**src/rtl/intensity_calc_pipe.sv**
```systemverilog
// Purpose: RGB -> intensity (weighted / max / min / fixed 1-2-1) with per-frame min/max/sum stats.
// Latency: 3 cycles from input acceptance to oVALID, one beat per cycle.
// Backpressure: global stall, oREADY = ~oVALID | iREADY; every stage holds while stalled.
module intensity_calc_pipe #(
  parameter int DATA_W = 10,
  parameter int COEF_W = 8,
  parameter int SUM_W  = 30
) (
  input  logic              iCLK,
  input  logic              iRST_N,
  input  logic [DATA_W-1:0] iR,
  input  logic [DATA_W-1:0] iG,
  input  logic [DATA_W-1:0] iB,
  input  logic              iVALID,
  input  logic              iSOF,
  input  logic              iEOF,
  output logic              oREADY,
  output logic [DATA_W-1:0] oIntensity,
  output logic              oVALID,
  output logic              oSOF,
  output logic              oEOF,
  input  logic              iREADY,
  input  logic [1:0]        iMODE,
  input  logic              iWLOAD,
  input  logic [COEF_W-1:0] iWR,
  input  logic [COEF_W-1:0] iWG,
  input  logic [COEF_W-1:0] iWB,
  output logic [DATA_W-1:0] oSTAT_MIN,
  output logic [DATA_W-1:0] oSTAT_MAX,
  output logic [SUM_W-1:0]  oSTAT_SUM,
  output logic              oSTAT_VALID,
  output logic              oFRAME_ERR
);
  localparam int PROD_W = DATA_W + COEF_W;
  localparam int ACC_W  = PROD_W + 2;
  localparam int SUMX_W = SUM_W + 1;
  localparam logic [COEF_W-1:0] W_QTR  = COEF_W'(1) << (COEF_W - 2);
  localparam logic [COEF_W-1:0] W_HALF = COEF_W'(1) << (COEF_W - 1);

  typedef enum logic {ST_IDLE, ST_ACTIVE} state_t;

  logic adv, sof_acc, take;

  // weight / mode registers
  logic [COEF_W-1:0] shd_wr_q, shd_wg_q, shd_wb_q, shd_wr_d, shd_wg_d, shd_wb_d;
  logic [COEF_W-1:0] act_wr_q, act_wg_q, act_wb_q, act_wr_d, act_wg_d, act_wb_d;
  logic [1:0]        act_mode_q, act_mode_d;

  // pipeline registers
  logic              s1_vld_q, s1_sof_q, s1_eof_q, s1_vld_d, s1_sof_d, s1_eof_d;
  logic [1:0]        s1_mode_q, s1_mode_d;
  logic [PROD_W-1:0] s1_pr_q, s1_pg_q, s1_pb_q, s1_pr_d, s1_pg_d, s1_pb_d;
  logic [DATA_W-1:0] s1_max_q, s1_min_q, s1_max_d, s1_min_d;
  logic              s2_vld_q, s2_sof_q, s2_eof_q, s2_vld_d, s2_sof_d, s2_eof_d;
  logic [1:0]        s2_mode_q, s2_mode_d;
  logic [ACC_W-1:0]  s2_sum_q, s2_sum_d;
  logic [DATA_W-1:0] s2_max_q, s2_min_q, s2_max_d, s2_min_d;
  logic              s3_vld_q, s3_sof_q, s3_eof_q, s3_vld_d, s3_sof_d, s3_eof_d;
  logic [DATA_W-1:0] s3_int_q, s3_int_d;

  // frame statistics
  state_t            state_q, state_d;
  logic [DATA_W-1:0] cur_min_q, cur_max_q, cur_min_d, cur_max_d;
  logic [SUM_W-1:0]  cur_sum_q, cur_sum_d;
  logic [DATA_W-1:0] st_min_q, st_max_q, st_min_d, st_max_d;
  logic [SUM_W-1:0]  st_sum_q, st_sum_d;
  logic              st_vld_q, st_vld_d, ferr_q, ferr_d;

  // combinational helpers
  logic [1:0]        eff_mode;
  logic [COEF_W-1:0] eff_wr, eff_wg, eff_wb;
  logic [DATA_W-1:0] in_max, in_min, s3_res, fold_min, fold_max;
  logic [ACC_W-1:0]  sum_shr;
  logic [SUMX_W-1:0] sum_ext;
  logic [SUM_W-1:0]  fold_sum;

  assign adv     = ~s3_vld_q | iREADY;
  assign sof_acc = iVALID & adv & iSOF;
  assign take    = s3_vld_q & iREADY;

  // An accepted SOF beat already runs with the weights/mode it commits.
  always_comb begin
    eff_mode = sof_acc ? iMODE : act_mode_q;
    eff_wr   = sof_acc ? shd_wr_q : act_wr_q;
    eff_wg   = sof_acc ? shd_wg_q : act_wg_q;
    eff_wb   = sof_acc ? shd_wb_q : act_wb_q;
    if (eff_mode == 2'd3) begin
      eff_wr = W_QTR;
      eff_wg = W_HALF;
      eff_wb = W_QTR;
    end
    in_max = iR;
    if (iG > in_max) in_max = iG;
    if (iB > in_max) in_max = iB;
    in_min = iR;
    if (iG < in_min) in_min = iG;
    if (iB < in_min) in_min = iB;
  end

  // Shadow weights take any load; active set is committed from the old shadow on SOF.
  always_comb begin
    shd_wr_d   = shd_wr_q;
    shd_wg_d   = shd_wg_q;
    shd_wb_d   = shd_wb_q;
    act_wr_d   = act_wr_q;
    act_wg_d   = act_wg_q;
    act_wb_d   = act_wb_q;
    act_mode_d = act_mode_q;
    if (iWLOAD) begin
      shd_wr_d = iWR;
      shd_wg_d = iWG;
      shd_wb_d = iWB;
    end
    if (sof_acc) begin
      act_wr_d   = shd_wr_q;
      act_wg_d   = shd_wg_q;
      act_wb_d   = shd_wb_q;
      act_mode_d = iMODE;
    end
  end

  // Stage-3 result: truncate the weighted sum once, saturate, or pick max/min.
  always_comb begin
    sum_shr = s2_sum_q >> COEF_W;
    case (s2_mode_q)
      2'd1:    s3_res = s2_max_q;
      2'd2:    s3_res = s2_min_q;
      default: s3_res = (|sum_shr[ACC_W-1:DATA_W]) ? {DATA_W{1'b1}} : sum_shr[DATA_W-1:0];
    endcase
  end

  // Pipeline advance: everything shifts together on adv, otherwise holds.
  always_comb begin
    s1_vld_d = s1_vld_q; s1_sof_d = s1_sof_q; s1_eof_d = s1_eof_q; s1_mode_d = s1_mode_q;
    s1_pr_d  = s1_pr_q;  s1_pg_d  = s1_pg_q;  s1_pb_d  = s1_pb_q;
    s1_max_d = s1_max_q; s1_min_d = s1_min_q;
    s2_vld_d = s2_vld_q; s2_sof_d = s2_sof_q; s2_eof_d = s2_eof_q; s2_mode_d = s2_mode_q;
    s2_sum_d = s2_sum_q; s2_max_d = s2_max_q; s2_min_d = s2_min_q;
    s3_vld_d = s3_vld_q; s3_sof_d = s3_sof_q; s3_eof_d = s3_eof_q; s3_int_d = s3_int_q;
    if (adv) begin
      s1_vld_d  = iVALID;
      s1_sof_d  = iVALID & iSOF;
      s1_eof_d  = iVALID & iEOF;
      s1_mode_d = eff_mode;
      s1_pr_d   = PROD_W'(iR) * PROD_W'(eff_wr);
      s1_pg_d   = PROD_W'(iG) * PROD_W'(eff_wg);
      s1_pb_d   = PROD_W'(iB) * PROD_W'(eff_wb);
      s1_max_d  = in_max;
      s1_min_d  = in_min;
      s2_vld_d  = s1_vld_q;
      s2_sof_d  = s1_sof_q;
      s2_eof_d  = s1_eof_q;
      s2_mode_d = s1_mode_q;
      s2_sum_d  = ACC_W'(s1_pr_q) + ACC_W'(s1_pg_q) + ACC_W'(s1_pb_q);
      s2_max_d  = s1_max_q;
      s2_min_d  = s1_min_q;
      s3_vld_d  = s2_vld_q;
      s3_sof_d  = s2_sof_q;
      s3_eof_d  = s2_eof_q;
      s3_int_d  = s3_res;
    end
  end

  // Frame FSM and statistics, evaluated only on beats taken downstream.
  always_comb begin
    sum_ext  = {1'b0, cur_sum_q} + SUMX_W'(s3_int_q);
    fold_sum = sum_ext[SUM_W] ? {SUM_W{1'b1}} : sum_ext[SUM_W-1:0];
    fold_min = (s3_int_q < cur_min_q) ? s3_int_q : cur_min_q;
    fold_max = (s3_int_q > cur_max_q) ? s3_int_q : cur_max_q;
    state_d   = state_q;
    cur_min_d = cur_min_q;
    cur_max_d = cur_max_q;
    cur_sum_d = cur_sum_q;
    st_min_d  = st_min_q;
    st_max_d  = st_max_q;
    st_sum_d  = st_sum_q;
    st_vld_d  = 1'b0;
    ferr_d    = 1'b0;
    if (take) begin
      if (s3_sof_q) begin
        ferr_d    = (state_q == ST_ACTIVE);
        cur_min_d = s3_int_q;
        cur_max_d = s3_int_q;
        cur_sum_d = SUM_W'(s3_int_q);
        state_d   = ST_ACTIVE;
        if (s3_eof_q) begin
          st_min_d = s3_int_q;
          st_max_d = s3_int_q;
          st_sum_d = SUM_W'(s3_int_q);
          st_vld_d = 1'b1;
          state_d  = ST_IDLE;
        end
      end else if (state_q == ST_ACTIVE) begin
        cur_min_d = fold_min;
        cur_max_d = fold_max;
        cur_sum_d = fold_sum;
        if (s3_eof_q) begin
          st_min_d = fold_min;
          st_max_d = fold_max;
          st_sum_d = fold_sum;
          st_vld_d = 1'b1;
          state_d  = ST_IDLE;
        end
      end
    end
  end

  // State registers.
  always_ff @(posedge iCLK or negedge iRST_N) begin
    if (!iRST_N) begin
      shd_wr_q <= W_QTR; shd_wg_q <= W_HALF; shd_wb_q <= W_QTR;
      act_wr_q <= W_QTR; act_wg_q <= W_HALF; act_wb_q <= W_QTR;
      act_mode_q <= 2'd0;
      s1_vld_q <= 1'b0; s1_sof_q <= 1'b0; s1_eof_q <= 1'b0; s1_mode_q <= 2'd0;
      s1_pr_q <= '0; s1_pg_q <= '0; s1_pb_q <= '0; s1_max_q <= '0; s1_min_q <= '0;
      s2_vld_q <= 1'b0; s2_sof_q <= 1'b0; s2_eof_q <= 1'b0; s2_mode_q <= 2'd0;
      s2_sum_q <= '0; s2_max_q <= '0; s2_min_q <= '0;
      s3_vld_q <= 1'b0; s3_sof_q <= 1'b0; s3_eof_q <= 1'b0; s3_int_q <= '0;
      state_q <= ST_IDLE;
      cur_min_q <= '0; cur_max_q <= '0; cur_sum_q <= '0;
      st_min_q <= '0; st_max_q <= '0; st_sum_q <= '0;
      st_vld_q <= 1'b0; ferr_q <= 1'b0;
    end else begin
      shd_wr_q <= shd_wr_d; shd_wg_q <= shd_wg_d; shd_wb_q <= shd_wb_d;
      act_wr_q <= act_wr_d; act_wg_q <= act_wg_d; act_wb_q <= act_wb_d;
      act_mode_q <= act_mode_d;
      s1_vld_q <= s1_vld_d; s1_sof_q <= s1_sof_d; s1_eof_q <= s1_eof_d; s1_mode_q <= s1_mode_d;
      s1_pr_q <= s1_pr_d; s1_pg_q <= s1_pg_d; s1_pb_q <= s1_pb_d;
      s1_max_q <= s1_max_d; s1_min_q <= s1_min_d;
      s2_vld_q <= s2_vld_d; s2_sof_q <= s2_sof_d; s2_eof_q <= s2_eof_d; s2_mode_q <= s2_mode_d;
      s2_sum_q <= s2_sum_d; s2_max_q <= s2_max_d; s2_min_q <= s2_min_d;
      s3_vld_q <= s3_vld_d; s3_sof_q <= s3_sof_d; s3_eof_q <= s3_eof_d; s3_int_q <= s3_int_d;
      state_q <= state_d;
      cur_min_q <= cur_min_d; cur_max_q <= cur_max_d; cur_sum_q <= cur_sum_d;
      st_min_q <= st_min_d; st_max_q <= st_max_d; st_sum_q <= st_sum_d;
      st_vld_q <= st_vld_d; ferr_q <= ferr_d;
    end
  end

  assign oREADY      = adv;
  assign oVALID      = s3_vld_q;
  assign oSOF        = s3_sof_q;
  assign oEOF        = s3_eof_q;
  assign oIntensity  = s3_int_q;
  assign oSTAT_MIN   = st_min_q;
  assign oSTAT_MAX   = st_max_q;
  assign oSTAT_SUM   = st_sum_q;
  assign oSTAT_VALID = st_vld_q;
  assign oFRAME_ERR  = ferr_q;

endmodule

```
**config.mk**
```make
export PLATFORM = sky130hd
export DESIGN_NAME = intensity_calc_pipe
export DESIGN_NICKNAME = d
export VERILOG_FILES = /design/src/rtl/intensity_calc_pipe.sv
export SDC_FILE = /design/constraint.sdc
export NUM_CORES = 1
export LEC_CHECK = 0
export ABC_AREA = 1
export BUFFER_PORTS_ARGS = -buffer_cell sky130_fd_sc_hd__buf_2
export CORE_MARGIN = 4
export CORE_UTILIZATION = 50
export DETAILED_ROUTE_END_ITERATION = 8
export HOLD_SLACK_MARGIN = 0.02
export PLACE_DENSITY = 0.71
export SLEW_MARGIN = 20
export SYNTH_ARGS = -nofsm -noshare
export SYNTH_HDL_FRONTEND = slang
export SYNTH_SLANG_ARGS = --single-unit
export TNS_END_PERCENT = 20
```
**constraint.sdc**
```tcl
create_clock -name iCLK -period 14.6 [get_ports iCLK]
set_input_delay 4.38 -clock iCLK [delete_from_list [all_inputs] [get_ports iCLK]]
set_output_delay 4.38 -clock iCLK [all_outputs]
set_load 0.01 [all_outputs]
```
## Word-level counts from Yosys, hierarchy flattened

Index checks and enable logic that the tools add are counted.

| storage, ports and cells | value |
|---|---|
| flip-flop bits (word level) | 290 |
| input bits | 63 |
| output and inout bits | 66 |

| cells by class | value |
|---|---|
| $add $sub $neg | 3 |
| multipliers | 3 |
| order comparisons | 6 |
| equal/unequal tests | 3 |
| muxes and demuxes | 42 |
| bitwise operators | 7 |
| reductions and logical operators | 4 |

Operators by type and width:

| kind | count |
|---|---|
| 30-bit two-way mux | 7 |
| 10-bit two-way mux | 18 |
| 10-bit by 8-bit multiplier with 18-bit output | 3 |
| 8-bit two-way mux | 6 |
| 30-bit by 10-bit adder with 31-bit output | 1 |
| 10-bit > comparator | 3 |
| 10-bit < comparator | 3 |
| 19-bit by 18-bit adder with 20-bit output | 1 |
| 10-bit one-hot mux with 2 select lines | 1 |
| 18-bit by 18-bit adder with 19-bit output | 1 |
| 1-bit two-way mux | 9 |
| 1-bit bitwise AND | 5 |
| 2-bit == test, second input constant | 2 |
| 3-bit AND reduction | 1 |
| 2-bit by 1-bit == test with 1-bit output, second input constant | 1 |
| 2-bit two-way mux | 1 |
| 2-bit AND reduction | 1 |
| 2-bit nonzero test | 1 |
| 2-bit OR reduction | 1 |
| 1-bit NOT | 1 |
| 1-bit OR | 1 |

## Depth between registers and ports, before layout

Gate-level depths: netlist of the first run.

| logic depth | value |
|---|---|
| word-level depth | 8 |
| mapped depth | 35 |
| gate-level depth less buffers | 33 |

## Worst setup path after synthesis of the first run

No wires, ideal clock.

| path | value |
|---|---|
| path type | input port to output port |
| start | input port iREADY |
| end | output port oREADY |
| arrival time | 5.273 ns |
| data required time | 10.220 ns |
| setup slack | 4.947 ns |
| stages on the path | 5 |
| path buffers | 3 |
| cell sequence | nor2_4 > inv_2 > clkbuf_1 > clkbuf_1 > clkbuf_1 |

| on the way | value |
|---|---|
| word-level cells in the longest chain between the ends | 1 |

RTL lines:

| what | line | RTL |
|---|---|---|
| start: declaration | 22 | `input logic iREADY,` |
| 1-bit OR | 77 | `assign adv = ~s3_vld_q \| iREADY;` |
| end: declaration | 17 | `output logic oREADY,` |

Every way passes these cells.

## Worst setup path in the final report of the first run

| path | value |
|---|---|
| start | input port iREADY |
| end | register s1_pr_q[17] |

| on the way | value |
|---|---|
| word-level cells in the longest chain between the ends | 7 |
| elaborated cells on any way between the ends | 8 |
| those cells by class | mul: 1; eq/ne: 1; mux: 3; bitwise: 3 |

RTL lines:

| what | line | RTL |
|---|---|---|
| 1-bit OR (*) | 77 |  |
| 1-bit bitwise AND (2 in series) | 78 | `assign sof_acc = iVALID & adv & iSOF;` |
| 2-bit two-way mux | - |  |
| 2-bit == test | 87 | `if (eff_mode == 2'd3) begin` |
| 8-bit two-way mux | 87 |  |
| 10-bit by 8-bit multiplier with 18-bit output | 145 | `s1_pr_d = PROD_W'(iR) * PROD_W'(eff_wr);` |
| end signal: assignment | 228 | `s1_pr_q <= s1_pr_d; s1_pg_q <= s1_pg_d; s1_pb_q <= s1_pb_d;` |
| end: declaration | 52 | `logic [PROD_W-1:0] s1_pr_q, s1_pg_q, s1_pb_q, s1_pr_d, s1_pg_d, s1_pb_d;` |

Every way passes the cells marked *; elsewhere a longest branch is shown, timed or not.
A chain may end at the register's enable or synchronous reset.

==> flow_summary.yaml, run 1 <==
final_layout:
  syn2layout_area_growth_pct: 9.910
  fin_nets: 3376
  diodes: 0
  mostFrequentLayoutCell: "nand2_1"
  layout_common_cells: "nand2_1 (727), inv_1 (409), nor2_1 (280), dfrtp_1 (276), o21ai_0 (226)"
  layout-drive-gt1-share_pct: 8.920
global_routing:
  overflow: 0
  grtUsageMet3_pct: 3.103
  antenna_found_initial: 0
  grt_pass1_vias: 19130
  top_usage_layer: "met2"
  grt_use_met2_pct: 42.38
  grtUsageMet1_pct: 34.67
  grt_pass1_wl_microns: 99350
  grt_usage_pct: 25.43
  grt_max_degree: 137
clock_network:
  root_buffer: "clkbuf_16"
  ctsHtreeMaxLevel: 1
  ctsResizeCount: 0
  clk_latency_ps: 590
  cts_made_buffers: 31
  post_cts_buffers: 0
  path_clk_slew_ps: 60
  cts_sinks: 282
  cts_buffer_depth: 3
  postCtsHoldBufs: 0
  cts_tree: "yes"
timing:
  fin_crit_sh_pct: 74.36
  setup_viol: 0
  hold_viol_final: 0
  tns_ps: 0
  layout_setup_ws_ps: 3743
  fin_skew_ps: 23.61
  timing.fmax_ghz: 0.09211
  slew_violations: 0
  layout_min_cycle_time_ps: 10860
  relSlewSlack_pct: 35.83
  tightest_slew_ps: 962.6
  holdWs_ps: 450.2
  rsz0062_at_grt: "false"
worst_hold_path:
  hold_class: "flop to flop"
route:
  drt_iter0_markers: 1647
  drc: 0
  num_vias: 19130
  first_pass_iters: 5
  drt_wl_total_microns: 60700
  routed_via_density: 5.353
  wl_per_cell_microns: 16.98
  ant_nets: 0
status:
  status: "complete, no violations"
synthesis:
  yosysTopAreaCell: "dfrtp_1"
  synth_top_area_share_pct: 30.77
  synth.mux.area_fraction_pct: 0
  ys_warn_count: 0
  ys_ff_latch: 282
  synth_cells: 2871
  yosys.area_share.xor_xnor_pct: 1.210
  synth_edf_count: 0
  synth_top_family_by_area: "adder cells"
  synth_compound_area_share_pct: 9.219
  syn_nets: 3287
  async_flop_share_pct: 100.0
  synthDistinctLibCells: 50
  synthSimpleGateAreaFrac_pct: 24.20
  synth.area.top_cells: "dfrtp_1 (31%), fa_1 (14%), nand2_1 (12%), ha_1 (11%), inv_1 (6.8%)"
  synth_ff_type: "dfrtp_1"
  synthAdderAreaFrac_pct: 25.09
  yosysSeqAreaShare_pct: 31.47
  avgSynthCellArea_sq_um: 7.819
  synth_area_sq_um: 22450
placed_design:
  place_ws_ps: 3176
  dpl.hpwl_microns: 46580
  port_buffers: 128
  place_congestion: 0.9575
floorplan:
  pin_count: 129
  fp.dieH_microns: 219.9
  die_x_microns: 219.9
  coreArea_sq_um: 44320
  initial_core_util_pct: 50.65
  placementRows: 77
  die-area_sq_um: 48350
setup_path:
  required_ps: 15010
  crit_type: "primary input to flop"
  cp-end-kind: "flop"
  cp_max_fo: 49
  cp.arrival_ps: 11270
  critPathLaunchType: "primary input"
power:
  p_leak_nw: 13.44
  power.density_nw_per_um2: 245.1
  max-vdd-ir-drop_mv: 0.1244
run:
  maxCapViolations: 0
cell usage after synthesis (4+ instances only):
master	number
nand2_1	727
inv_1	409
nor2_1	281
dfrtp_1	276
o21ai_0	226
nand3_1	208
ha_1	191
fa_1	162
a21oi_1	82
clkbuf_1	60
nor3_1	21
inv_2	18
nand4_1	18
or2_2	17
nand2_2	16
xnor2_1	16
xor2_1	15
a21o_1	11
buf_2	10
clkinv_1	9
nand3b_1	9
o221ai_1	9
o31ai_1	8
buf_1	7
o21ai_1	7
a31oi_1	6
dfstp_2	6
a21boi_0	4
o21ai_2	4
per-layer routing:
layer | up-vias | share of wire, %
li1 | 9291 | -
met1 | 9137 | 44
met2 | 583 | 47
met3 | 121 | 5.5
met4 | 0 | 3.7
met5 | - | 0
final cells by class:
type                       count  area [sq um]
fill                        4204         19650
multi-input combinational   2071         13420
clock buffer                  42         877.1
tap                          592         740.7
sequential                   282          7064
inverter                     437          1647
timing repair buffer         137         738.2
clock inverter                13         188.9
registers in the layout (all words and copies together) (netlist names), 10 cells and up:
signal	flops
cur_max_q	10
s2_min_q	10
oSTAT_MAX	10
oIntensity	10
oSTAT_SUM	30
s2_max_q	10
cur_sum_q	30
s1_max_q	10
s1_min_q	10
s1_pb_q	18
s1_pr_q	18
oSTAT_MIN	10
cur_min_q	10
s2_sum_q	12
s1_pg_q	18
final timing paths:
kind / slack, ps / startpoint / depth (start not counted) / end
min in group asynchronous: 3730 / iRST_N / 1 / cur_sum_q[26]$_DFFE_PN0P_
min reg2reg: 450 / s2_vld_q$_DFFE_PN0N_ / 2 / oVALID$_DFFE_PN0N_
min: 450 / s2_vld_q$_DFFE_PN0N_ / 2 / oVALID$_DFFE_PN0N_
max: 3740 / iREADY / 28 / s1_pr_q[17]$_DFFE_PN0N_
max reg2reg: 7190 / oVALID$_DFFE_PN0N_ / 28 / s1_pr_q[17]$_DFFE_PN0N_
max in group asynchronous: 9100 / iRST_N / 3 / s1_pr_q[8]$_DFFE_PN0N_
worst max-delay path, stage by stage:
cell and delay (ps):
buf_2 130, nor2_4 620, inv_4 410, nand3_2 680, inv_2 150, or2_0 250, o21ai_2 110, nor2_4 90
inv_4 310, nand2_1 290, inv_1 170, nand2_1 90, fa_1 530, inv_1 50, fa_1 490, fa_1 490
inv_1 50, fa_1 470, inv_1 40, ha_1 340, nand2_1 90, o21ai_0 240, a21oi_1 100, o21ai_0 290
nand2_1 100, nand2_1 80, xnor2_1 100, o21ai_0 80
where the power goes:
group          switching (W)  internal, W
logic                0.00250      0.00143
clock network       0.000331     0.000491
registers           0.000209      0.00108
through the flow:
step                      cell area [sq um]  instances  util, %  total power, W
after floorplan                       22450       2871        -        0.004153
after global placement                23580       3518    53.20        0.005102
after detailed placement              23580       3518    53.20        0.005200
after CTS                             24640       3573    55.61        0.006057
after global routing                  24670       3574    55.67        0.006722
final                                 24670       3574    55.67        0.006046
cells by family (layout without fill, tap and decap cells):
family	count (synthesis)	in the layout
and+or+nand+nor	1310	1310
DFF	282	282
xor gates and xnor gates	31	31
AOI/OAI and AO/OA	377	377
adders and majority gates	353	353
buffers and inverters	518	629
No activity file was read; power rests on OpenSTA's default activity.
==> run 2, diff against run 1 <==
--- a/config.mk
+++ b/config.mk
@@ -5,7 +5,7 @@
 export SDC_FILE = /design/constraint.sdc
 export NUM_CORES = 1
 export LEC_CHECK = 0
-export ABC_AREA = 1
+export ABC_AREA = 0
 export BUFFER_PORTS_ARGS = -buffer_cell sky130_fd_sc_hd__buf_2
 export CORE_MARGIN = 4
 export CORE_UTILIZATION = 50
==> constraint.sdc (replaced) <==
create_clock -name iCLK -period 10.07 [get_ports iCLK]
set_input_delay 3.021 -clock iCLK [delete_from_list [all_inputs] [get_ports iCLK]]
set_output_delay 3.021 -clock iCLK [all_outputs]
set_load 0.01 [all_outputs]
==> run 2 against run 1 <==
Net effect:
- register-to-register slack got worse by 3700 ps
- synthesized cell count is 17% lower
- count of clock-buffer cells in the layout up 3
- wire length shrank 5.9%
- sequential share of layout area fell by 0.074 points
- final area up 0.26%
- global-route usage fell by 1.5 points
- via count down 9.1%
- flip-flop and latch count unchanged
- clock skew about the same
- area after synthesis is 0.14% lower
- first-iteration DRC count fell by 22%
- critical endpoint is now s1_pb_q[17]$_DFFE_PN0N_
- highest routed layer unchanged
==> flow_summary.yaml, run 2 <==
global_routing:
  overflow: 0
  grt_pass1_vias: 17350
  antenna_found_initial: 0
  grt_max_degree: 185
  grt_pass1_wl_microns: 93210
  grt_usage_pct: 23.97
clock_network:
  path_clk_slew_ps: 60
  ctsHtreeMaxLevel: 2
  cts_sinks: 282
  cts_buffer_depth: 3
  ctsResizeCount: 0
  post_cts_buffers: 0
  cts_tree: "yes"
  root_buffer: "clkbuf_16"
  clk_latency_ps: 540
  postCtsHoldBufs: 0
  cts_made_buffers: 34
synthesis:
  synth_cells: 2394
  synth_commonest_cells: "nand2_1 (290), dfrtp_1 (276), inv_1 (268)"
  yosysSeqAreaShare_pct: 31.51
  synth.mux.area_fraction_pct: 4.973
  ys_warn_count: 0
  synth_compound_area_share_pct: 12.84
  yosysTopAreaCell: "dfrtp_1"
  synth_edf_count: 0
  synth_top_family_by_area: "adder cells"
  avgSynthCellArea_sq_um: 9.364
  synthAdderAreaFrac_pct: 25.13
  yosys.area_share.xor_xnor_pct: 2.110
  yosysMostFrequentCell: "nand2_1"
  ys_ff_latch: 282
  syn_nets: 2810
  synth_ff_type: "dfrtp_1"
  synth.area.top_cells: "dfrtp_1 (31%), fa_1 (14%), ha_1 (11%), nand2_1 (4.9%), inv_1 (4.5%)"
  synth_top_area_share_pct: 30.81
  synth_area_sq_um: 22420
  synthSimpleGateAreaFrac_pct: 17.04
  synthDistinctLibCells: 88
  async_flop_share_pct: 100.0
floorplan:
  pin_count: 129
  initial_core_util_pct: 50.58
  coreArea_sq_um: 44320
  fp.dieH_microns: 219.7
  placementRows: 77
  die-area_sq_um: 48290
  die_x_microns: 219.7
setup_path:
  critPathLaunchType: "primary input"
  crit_type: "primary input to flop"
  cp.arrival_ps: 9080
  cp_max_fo: 21
  required_ps: 10470
  cp-end-kind: "flop"
timing:
  timing.fmax_ghz: 0.1152
  rsz0062_at_grt: "false"
  layout_min_cycle_time_ps: 8682
  fin_crit_sh_pct: 86.21
  setup_viol: 0
  slew_violations: 0
  hold_viol_final: 0
  fin_skew_ps: 23.58
  tns_ps: 0
  tightest_slew_ps: 1099
  relSlewSlack_pct: 26.47
route:
  first_pass_iters: 5
  ant_nets: 0
  routed_via_density: 5.607
  drt_iter0_markers: 1283
  num_vias: 17390
  wl_per_cell_microns: 18.41
  drc: 0
  drt_wl_total_microns: 57110
final_layout:
  utilization_pct: 55.82
  layout_common_cells: "nand2_1 (289), dfrtp_1 (276), inv_1 (267), ha_1 (191), fa_1 (162)"
  diodes: 0
  fin_nets: 2900
  mostFrequentLayoutCell: "nand2_1"
  syn2layout_area_growth_pct: 10.35
  layout-drive-gt1-share_pct: 11.35
  fillers: 3956
worst_hold_path:
  hold_class: "flop to flop"
placed_design:
  dpl.hpwl_microns: 42970
  port_buffers: 128
  place_congestion: 0.9358
status:
  status: "complete, no violations"
run:
  maxCapViolations: 0
## run 2: changes by cell type after synthesis, moves of 43 or more
cell,previous run,this run
and2_1,0,141
inv_1,409,268
mux2_2,0,43
mux2i_1,0,55
nand2_1,727,290
nand3_1,208,28
nor2_1,281,115
nor3_1,21,97
o21ai_0,226,155
## run 2: area by class of cell
type,count,area [sq um],area share [%]
Sequential cell,282,7064,28.56
Inverter,273,1027,4.153
Tap cell,592,740.7,2.994
Multi-Input combinational cell,1748,13940,56.36
Timing Repair Buffer,145,803.3,3.247
Clock inverter,17,216.5,0.8751
Clock buffer,45,943.4,3.814
## run 2: worst max-delay path, cell delays in order
cell	delay, ps
buf_2	130
nor2b_4	190
inv_4	40
and3_2	420
nand3_1	240
o21ai_4	170
nor2b_1	610
nand2_1	170
fa_1	530
fa_1	550
inv_1	50
fa_1	520
inv_1	50
fa_1	530
inv_1	40
ha_1	340
o21a_1	150
o31ai_1	150
a211oi_2	320
nor3_1	110
o41ai_1	460
xnor2_1	170
a21oi_1	80
## run 2: cell families after synthesis
| group | after synthesis |
|---|---|
| compound gates | 455 |
| xor+xnor | 54 |
| fa+ha+maj | 353 |
| buf+inv | 364 |
| flops | 282 |
| mux | 104 |
| simple gates | 782 |
## run 2: routing by layer
metal  up-vias  global-route usage (%)  wire length [microns]
met2       492                   38.86                  26320
met4         0                   7.955                   2067
li1       8266                       -                      -
met3       103                   3.847                   3477
met1      8533                   33.08                  25250
met5         -                       0                      0
## run 2: worst paths after layout
| check | endpoint | startpoint | slack (ps) | cells after the start |
|---|---|---|---|---|
| worst max-delay path | s1_pb_q[17]$_DFFE_PN0N_ | iREADY | 1390 | 23 |
| worst min-delay path | s2_vld_q$_DFFE_PN0N_ | s2_vld_q$_DFFE_PN0N_ | 460 | 2 |
| worst max register to register | s1_pb_q[17]$_DFFE_PN0N_ | oVALID$_DFFE_PN0N_ | 3490 | 22 |
| worst min register to register | s2_vld_q$_DFFE_PN0N_ | s2_vld_q$_DFFE_PN0N_ | 460 | 2 |
| max in group asynchronous | s1_pb_q[1]$_DFFE_PN0N_ | iRST_N | 6100 | 2 |
| min in group asynchronous | oSTAT_VALID$_DFF_PN0_ | iRST_N | 2490 | 1 |
## run 2: per-stage QoR
| stage | setup slack [ps] | area (sq um) | hold WS, ps | cells |
|---|---|---|---|---|
| 5_1_grt | 968.3 | 24740 | 498.0 | 3102 |
| 6_report | 1388 | 24740 | 464.5 | 3102 |
| 2_1_floorplan | 1803 | 22420 | 430.0 | 2394 |
| 4_1_cts | 1461 | 24740 | 466.0 | 3102 |
| 3_5_place_dp | 907.8 | 23580 | 452.3 | 3040 |
| 3_3_place_gp | 1060 | 23580 | 446.1 | 3040 |
Power of run 2 is left out: the tool's default activity adds up to more than one toggle a clock period on the data nets, which glitch-free logic cannot reach.
